<file path="src/rtl/alu_seq_pkg.sv">
// Shared definitions for the multi-cycle ALU sequencer: FSM states, ALU operation codes,
// RV32 opcode values, instruction class codes and ALU operand-select encodings.
package alu_seq_pkg;

   typedef enum logic [2:0] {
      ST_IDLE   = 3'd0,
      ST_FETCH  = 3'd1,
      ST_DECODE = 3'd2,
      ST_EXEC   = 3'd3,
      ST_MEM    = 3'd4,
      ST_WB     = 3'd5
   } state_t;

   localparam logic [3:0] ALU_NONE = 4'b0000;
   localparam logic [3:0] ALU_ADD  = 4'b0001;
   localparam logic [3:0] ALU_SUB  = 4'b0100;
   localparam logic [3:0] ALU_SLT  = 4'b0110;
   localparam logic [3:0] ALU_AND  = 4'b0111;
   localparam logic [3:0] ALU_OR   = 4'b1000;
   localparam logic [3:0] ALU_BEQ  = 4'b1001;
   localparam logic [3:0] ALU_BNE  = 4'b1100;
   localparam logic [3:0] ALU_BLT  = 4'b1101;
   localparam logic [3:0] ALU_BGE  = 4'b1110;
   localparam logic [3:0] ALU_JALR = 4'b1111;

   localparam logic [6:0] OPC_RTYPE  = 7'b0110011;
   localparam logic [6:0] OPC_ITYPE  = 7'b0010011;
   localparam logic [6:0] OPC_LOAD   = 7'b0000011;
   localparam logic [6:0] OPC_STORE  = 7'b0100011;
   localparam logic [6:0] OPC_BRANCH = 7'b1100011;
   localparam logic [6:0] OPC_JAL    = 7'b1101111;
   localparam logic [6:0] OPC_JALR   = 7'b1100111;

   localparam logic [2:0] CLS_RTYPE   = 3'd0;
   localparam logic [2:0] CLS_ITYPE   = 3'd1;
   localparam logic [2:0] CLS_LOAD    = 3'd2;
   localparam logic [2:0] CLS_STORE   = 3'd3;
   localparam logic [2:0] CLS_BRANCH  = 3'd4;
   localparam logic [2:0] CLS_JAL     = 3'd5;
   localparam logic [2:0] CLS_JALR    = 3'd6;
   localparam logic [2:0] CLS_ILLEGAL = 3'd7;

   localparam logic       SRC_A_RS1  = 1'b0;
   localparam logic       SRC_A_PC   = 1'b1;
   localparam logic [1:0] SRC_B_RS2  = 2'd0;
   localparam logic [1:0] SRC_B_IMM  = 2'd1;
   localparam logic [1:0] SRC_B_FOUR = 2'd2;

   function automatic logic is_mem_class(input logic [2:0] cls);
      return (cls == CLS_LOAD) || (cls == CLS_STORE);
   endfunction

   function automatic logic is_jump(input logic [2:0] cls);
      return (cls == CLS_JAL) || (cls == CLS_JALR);
   endfunction

   // Branch and jal targets are PC-relative; everything else computes from rs1.
   function automatic logic uses_pc_base(input logic [2:0] cls);
      return (cls == CLS_BRANCH) || (cls == CLS_JAL);
   endfunction

endpackage

</file>
<file path="src/rtl/alu_seq_decode.sv">
// Combinational instruction decoder: maps an RV32 instruction word to an instruction
// class and ALU operation code; unsupported opcode/funct3 combinations are flagged illegal.
module alu_seq_decode
   import alu_seq_pkg::*;
(
   input  logic [31:0] instr,
   output logic [2:0]  op_class,
   output logic [3:0]  alu_ctl,
   output logic        illegal
);

   logic [6:0] opcode;
   logic [2:0] funct3;
   logic       alt;
   logic       unused_bits;

   assign opcode      = instr[6:0];
   assign funct3      = instr[14:12];
   assign alt         = instr[30];
   assign unused_bits = ^{instr[31], instr[29:15], instr[11:7]};

   always_comb begin
      op_class = CLS_ILLEGAL;
      alu_ctl  = ALU_NONE;
      case (opcode)
         OPC_RTYPE: begin
            case (funct3)
               3'b000: begin op_class = CLS_RTYPE; alu_ctl = alt ? ALU_SUB : ALU_ADD; end
               3'b010: begin op_class = CLS_RTYPE; alu_ctl = ALU_SLT; end
               3'b110: begin op_class = CLS_RTYPE; alu_ctl = ALU_OR;  end
               3'b111: begin op_class = CLS_RTYPE; alu_ctl = ALU_AND; end
               default: ;
            endcase
         end
         // Bit 30 is immediate data here, so addi never becomes a subtract.
         OPC_ITYPE: begin
            case (funct3)
               3'b000: begin op_class = CLS_ITYPE; alu_ctl = ALU_ADD; end
               3'b010: begin op_class = CLS_ITYPE; alu_ctl = ALU_SLT; end
               3'b110: begin op_class = CLS_ITYPE; alu_ctl = ALU_OR;  end
               3'b111: begin op_class = CLS_ITYPE; alu_ctl = ALU_AND; end
               default: ;
            endcase
         end
         OPC_LOAD:  begin op_class = CLS_LOAD;  alu_ctl = ALU_ADD; end
         OPC_STORE: begin op_class = CLS_STORE; alu_ctl = ALU_ADD; end
         OPC_BRANCH: begin
            case (funct3)
               3'b000: begin op_class = CLS_BRANCH; alu_ctl = ALU_BEQ; end
               3'b001: begin op_class = CLS_BRANCH; alu_ctl = ALU_BNE; end
               3'b100: begin op_class = CLS_BRANCH; alu_ctl = ALU_BLT; end
               3'b101: begin op_class = CLS_BRANCH; alu_ctl = ALU_BGE; end
               default: ;
            endcase
         end
         OPC_JAL:  begin op_class = CLS_JAL;  alu_ctl = ALU_ADD;  end
         OPC_JALR: begin op_class = CLS_JALR; alu_ctl = ALU_JALR; end
         default: ;
      endcase
   end

   assign illegal = (op_class == CLS_ILLEGAL);

endmodule

</file>
<file path="src/rtl/alu_seq_ctrl.sv">
// Multi-cycle instruction sequencer (IDLE/FETCH/DECODE/EXEC/MEM/WB) driving ALU and datapath strobes.
// Define ALU_SEQ_CTRL_PERF_EN to add the cycle_cnt / retire_cnt performance counters.
module alu_seq_ctrl
   import alu_seq_pkg::*;
(
   input  logic        clk,
   input  logic        rst_n,
   input  logic        start,
   input  logic [31:0] instr,
   input  logic        mem_ready,
   input  logic        stop,
   output logic [3:0]  alu_ctl,
   output logic        alu_src_a,
   output logic [1:0]  alu_src_b,
   output logic        ir_write,
   output logic        mem_read,
   output logic        mem_write,
   output logic        reg_write,
   output logic        pc_write,
   output logic        busy,
   output logic        done,
   output logic        err
`ifdef ALU_SEQ_CTRL_PERF_EN
   ,
   output logic [31:0] cycle_cnt,
   output logic [31:0] retire_cnt
`endif
);

   state_t      state_q;
   state_t      state_d;
   state_t      finish_state;
   logic [31:0] ir_q;
   logic [2:0]  cls_q;
   logic [3:0]  alu_q;
   logic        stop_pend;

   logic [2:0]  dec_class;
   logic [3:0]  dec_alu;
   logic        dec_illegal;

   // Decoding works from the captured instruction word so instr may change after fetch.
   alu_seq_decode u_decode (
      .instr    (ir_q),
      .op_class (dec_class),
      .alu_ctl  (dec_alu),
      .illegal  (dec_illegal)
   );

   always_ff @(posedge clk or negedge rst_n) begin
      if (!rst_n) begin
         state_q <= ST_IDLE;
      end else begin
         state_q <= state_d;
      end
   end

   always_ff @(posedge clk or negedge rst_n) begin
      if (!rst_n) begin
         ir_q  <= '0;
         cls_q <= CLS_ILLEGAL;
         alu_q <= ALU_NONE;
      end else begin
         if (state_q == ST_FETCH && mem_ready) begin
            ir_q <= instr;
         end
         if (state_q == ST_DECODE) begin
            cls_q <= dec_class;
            alu_q <= dec_alu;
         end
      end
   end

   // A stop seen at any point of an instruction is remembered until it retires.
   always_ff @(posedge clk or negedge rst_n) begin
      if (!rst_n) begin
         stop_pend <= 1'b0;
      end else if (state_q == ST_IDLE) begin
         stop_pend <= 1'b0;
      end else if (stop) begin
         stop_pend <= 1'b1;
      end
   end

   assign finish_state = (stop || stop_pend) ? ST_IDLE : ST_FETCH;

   always_comb begin
      state_d = state_q;
      case (state_q)
         ST_IDLE:   if (start) state_d = ST_FETCH;
         ST_FETCH:  if (mem_ready) state_d = ST_DECODE;
         ST_DECODE: state_d = dec_illegal ? ST_IDLE : ST_EXEC;
         ST_EXEC: begin
            if (cls_q == CLS_BRANCH) begin
               state_d = finish_state;
            end else if (is_mem_class(cls_q)) begin
               state_d = ST_MEM;
            end else begin
               state_d = ST_WB;
            end
         end
         ST_MEM: begin
            if (mem_ready) begin
               state_d = (cls_q == CLS_LOAD) ? ST_WB : finish_state;
            end
         end
         ST_WB:   state_d = finish_state;
         default: state_d = ST_IDLE;
      endcase
   end

   always_comb begin
      alu_ctl   = ALU_NONE;
      alu_src_a = SRC_A_RS1;
      alu_src_b = SRC_B_RS2;
      ir_write  = 1'b0;
      mem_read  = 1'b0;
      mem_write = 1'b0;
      reg_write = 1'b0;
      pc_write  = 1'b0;
      done      = 1'b0;
      err       = 1'b0;
      case (state_q)
         ST_FETCH: begin
            mem_read = 1'b1;
            ir_write = mem_ready;
         end
         ST_DECODE: err = dec_illegal;
         ST_EXEC: begin
            alu_ctl   = alu_q;
            alu_src_a = uses_pc_base(cls_q) ? SRC_A_PC : SRC_A_RS1;
            alu_src_b = (cls_q == CLS_RTYPE) ? SRC_B_RS2 : SRC_B_IMM;
            if (cls_q == CLS_BRANCH) begin
               pc_write = 1'b1;
               done     = 1'b1;
            end
         end
         ST_MEM: begin
            alu_ctl   = alu_q;
            alu_src_b = SRC_B_IMM;
            mem_read  = (cls_q == CLS_LOAD);
            mem_write = (cls_q == CLS_STORE);
            done      = (cls_q == CLS_STORE) && mem_ready;
         end
         // Jumps load the ALU target into PC; everything else advances by 4.
         ST_WB: begin
            reg_write = 1'b1;
            pc_write  = 1'b1;
            done      = 1'b1;
            if (is_jump(cls_q)) begin
               alu_ctl   = alu_q;
               alu_src_a = uses_pc_base(cls_q) ? SRC_A_PC : SRC_A_RS1;
               alu_src_b = SRC_B_IMM;
            end else begin
               alu_ctl   = ALU_ADD;
               alu_src_a = SRC_A_PC;
               alu_src_b = SRC_B_FOUR;
            end
         end
         default: ;
      endcase
   end

   assign busy = (state_q != ST_IDLE);

`ifdef ALU_SEQ_CTRL_PERF_EN
   always_ff @(posedge clk or negedge rst_n) begin
      if (!rst_n) begin
         cycle_cnt  <= '0;
         retire_cnt <= '0;
      end else begin
         if (busy) cycle_cnt  <= cycle_cnt + 32'd1;
         if (done) retire_cnt <= retire_cnt + 32'd1;
      end
   end
`endif

endmodule

</file>
<file path="config.mk">
export PLATFORM = sky130hd
export DESIGN_NAME = alu_seq_ctrl
export DESIGN_NICKNAME = d
export VERILOG_FILES = /design/src/rtl/alu_seq_pkg.sv /design/src/rtl/alu_seq_decode.sv /design/src/rtl/alu_seq_ctrl.sv
export SDC_FILE = /design/constraint.sdc
export NUM_CORES = 1
export LEC_CHECK = 0
export ABC_AREA = 1
export CAP_MARGIN = 10
export CORE_AREA = 2 2 54 76
export DETAILED_ROUTE_END_ITERATION = 8
export DIE_AREA = 0 0 56 78
export PLACE_DENSITY = 0.74
export SLEW_MARGIN = 10
export SYNTH_ARGS = -nofsm -noshare
export SYNTH_HDL_FRONTEND = slang
export SYNTH_SLANG_ARGS = --single-unit
</file>
<file path="constraint.sdc">
create_clock -name clk -period 2.1 [get_ports clk]
set_input_delay 0.63 -clock clk [delete_from_list [all_inputs] [get_ports clk]]
set_output_delay 0.63 -clock clk [all_outputs]
set_load 0.05 [all_outputs]
</file>
==> impl_metrics.env <==
export IMPL_start_util_pct=38.5
export IMPL_cap_violations=0
export IMPL_via_per_inst=5.12
export IMPL_cts_sinks=22
export IMPL_drt_iter0_drc=36
export IMPL_antenna_found_initial=0
export IMPL_yosys_area_top_type="dfrtp_1"
export IMPL_max_slew_margin_pct=73.7
export IMPL_grt_ovfl_total=0
export IMPL_critPathMaxStageDelay_ns=0.56
export IMPL_drt_first_pass_iters=4
export IMPL_fin_crit_ns=2.33
export IMPL_crit_arrival_ns=1.70
export IMPL_grt_max_degree=23
export IMPL_r2r_start="ir_q[2]"
export IMPL_synthesis_area_sq_um=1400
export IMPL_numPortBuffers=30
export IMPL_numCtsBuffers=3
export IMPL_ys_warn_count=0
export IMPL_finalSetupViolations=10
export IMPL_gp_congestion=0.878
export IMPL_crit_type="reg -> out"
export IMPL_hold_viol_final=0
export IMPL_cts_max_level=1
export IMPL_peakVddDrop_mv=0.985
export IMPL_cts_hold_buf=0
export IMPL_crit_slowest_cell="dfstp_2"
export IMPL_violations="setup timing"
export IMPL_status="finished, violations left"
export IMPL_hold_path_depth=2
export IMPL_grt_pass1_vias=1553
export IMPL_post_place_ws_ns=-0.114
export IMPL_grt_use_total_pct=18.8
export IMPL_fin_skew_ns=0.00927
export IMPL_core_area_sq_um=3640
export IMPL_synthCells=205
export IMPL_placedCellCount=289
export IMPL_fin_cells=323
export IMPL_ff2ff_path_depth=14
export IMPL_rows=26
export IMPL_timing_fmax_mhz=429
export IMPL_synth_fp_nets=242
export IMPL_hp_class="reg -> reg"
export IMPL_grt_pass1_wl_um=6450
export IMPL_worstSkewPairLatency_ns=0.27
export IMPL_period_share_pct=111
export IMPL_clk_pin_slew_worst_paths_ns=0.08
export IMPL_utilization_pct=68.0
export IMPL_synth_avg_cell_area_sq_um=6.85
export IMPL_power_per_cell_area_nw_per_um2=1290
export IMPL_hpwl_um=2670
export IMPL_hold_start="ir_q[1]"
export IMPL_worstMarginPinSlew_ns=0.391
export IMPL_vias=1654
export IMPL_crit_chain="inv_2, nand3_2, nand2_1, nand2_1, nand2_2, buf_4, nor2_4, nor2_4, buf_6"
export IMPL_setup_ws_ns=-0.233
export IMPL_route_detailed_drc=0
export IMPL_die_h_um=78
export IMPL_cts_tree="done"
export IMPL_cts_root_buf="clkbuf_8"
export IMPL_cp_end_kind="primary output"
export IMPL_drt_wl_total_um=4410
export IMPL_crit_path_start="cls_q[1]"
export IMPL_cts_path_max_buffers=2
export IMPL_drive_gt1_share_pct=46.3
export IMPL_num_antenna_cells=0
export IMPL_die_w_um=56
export IMPL_rsz0062_at_grt="true"
export IMPL_synth_area_leaders="dfrtp_1 34%, nand2_1 16%, nor2_1 7.8%, inv_1 7.2%, o21ai_0 6.8%"
export IMPL_num_nets_final=319
export IMPL_required_ns=1.47
export IMPL_die_area_sq_um=4370
export IMPL_power_leakage_nw=1.17
export IMPL_postRouteAntennaNets=0
export IMPL_syn2layout_area_growth_pct=76.6
export IMPL_synth_top_area_share_pct=33.9
export IMPL_io_pins=52
export IMPL_cp_max_fo=4
export IMPL_cp_start_kind="flip-flop"
export IMPL_synth_seq_cells=22
export IMPL_synth_cell_types=27
export IMPL_wl_per_cell_um=13.6
export IMPL_ys_seq_area_share_pct=39.5
export IMPL_maxSlewViolCount=0
[layer usage]
| metal | vias up | global-route usage (%) | wire, um | share of wire [%] |
|---|---|---|---|---|
| met5 | - | 0 | 0 | 0 |
| met3 | 11 | 2.50 | 138 | 3.1 |
| li1 | 805 | - | - | - |
| met1 | 785 | 17.5 | 1530 | 35 |
| met4 | 0 | 8.57 | 129 | 2.9 |
| met2 | 53 | 38.5 | 2610 | 59 |
[per-stage QoR]
step                      TNS (ns)  area [sq um]  total power [mW]  hold slack, ns
after floorplan             -0.314          1500              1.82           0.334
after global placement      -0.168          2040              2.41           0.475
after detailed placement    -0.139          2040              2.44           0.485
after CTS                    -1.30          2350              2.96           0.501
after global routing         -2.45          2480              3.38           0.545
final                        -1.80          2480              3.21           0.516
[worst max-delay path: cells and delay by family, from the launching register on]
family	cells	cell delay [ns]
flops	1	0.56
simple gates	6	0.54
buf+inv	3	0.35
[repair_timing]
action                     in CTS  in global routing
buffers inserted               27                  9
pin swaps                       7                 15
setup endpoints to repair      11                 14
resized for setup              21                 31
hold endpoints to repair        0                  0
[cells in the mapped netlist]
cell type,n
o22ai_1,1
nand4_1,1
nor3_1,2
o21ai_2,1
nor4_1,3
nand2_1,59
o22a_1,1
nand2_4,1
buf_2,3
nor2_2,1
inv_1,27
dfrtp_1,19
dfstp_2,3
inv_2,2
a21oi_1,5
o21ai_0,19
nor2_4,2
nand3_2,3
nand3_1,7
nand2_2,6
o211ai_1,3
o221ai_1,1
o21a_1,1
o21ai_1,3
nor2_1,29
buf_6,1
a21oi_2,1
[power by group]
part / leakage, nW / switching [mW] / internal, mW
sequential: 0.274 / 0.145 / 0.623
combinational: 0.872 / 1.25 / 0.914
clock: 0.0228 / 0.139 / 0.136
[cell families (layout without fill, tap and decap cells)]
| logic type | count (synthesis) | after routing | share of synthesized area, % |
|---|---|---|---|
| buffers and inverters | 33 | 109 | 9.63 |
| AOI/OAI and AO/OA | 36 | 36 | 14.7 |
| and+or+nand+nor | 114 | 114 | 36.2 |
| DFF | 22 | 22 | 39.5 |
[flip-flops by register name (all words and copies together) (netlist names)]
name and flops:
alu_q 4, state_q 3, cls_q 3, stop_pend 1, ir_q 11
[cell usage in the layout, fill, tap and decap left out, drive strengths merged, types with 2 or more instances in the layout]
cell type	netlist	final
nand2	66	66
buf	4	61
nor2	32	32
inv	29	29
o21ai	23	23
dfrtp	19	19
clkdlybuf4s50	0	14
nand3	10	10
a21oi	6	6
clkbuf	0	4
o211ai	3	3
dfstp	3	3
nor4	3	3
nor3	2	2
[worst paths after layout]
path	to	slack, ns
worst min-delay path	ir_q[1]	0.52
min in group asynchronous	ir_q[14]	0.69
max in group asynchronous	cls_q[2]	1.12
worst max register to register	alu_q[1]	0.10
worst max-delay path	alu_ctl[1]	-0.23
worst min register to register	ir_q[1]	0.52
[final cells by class]
type                       instances  area (sq um)
timing repair buffer              76           786
clock buffer                       4          45.0
multi-input combinational        150           930
inverter                          29           111
tap                               42          52.6
sequential                        22           554
fill                             285          1160
No activity file was read; power rests on OpenSTA's default activity.
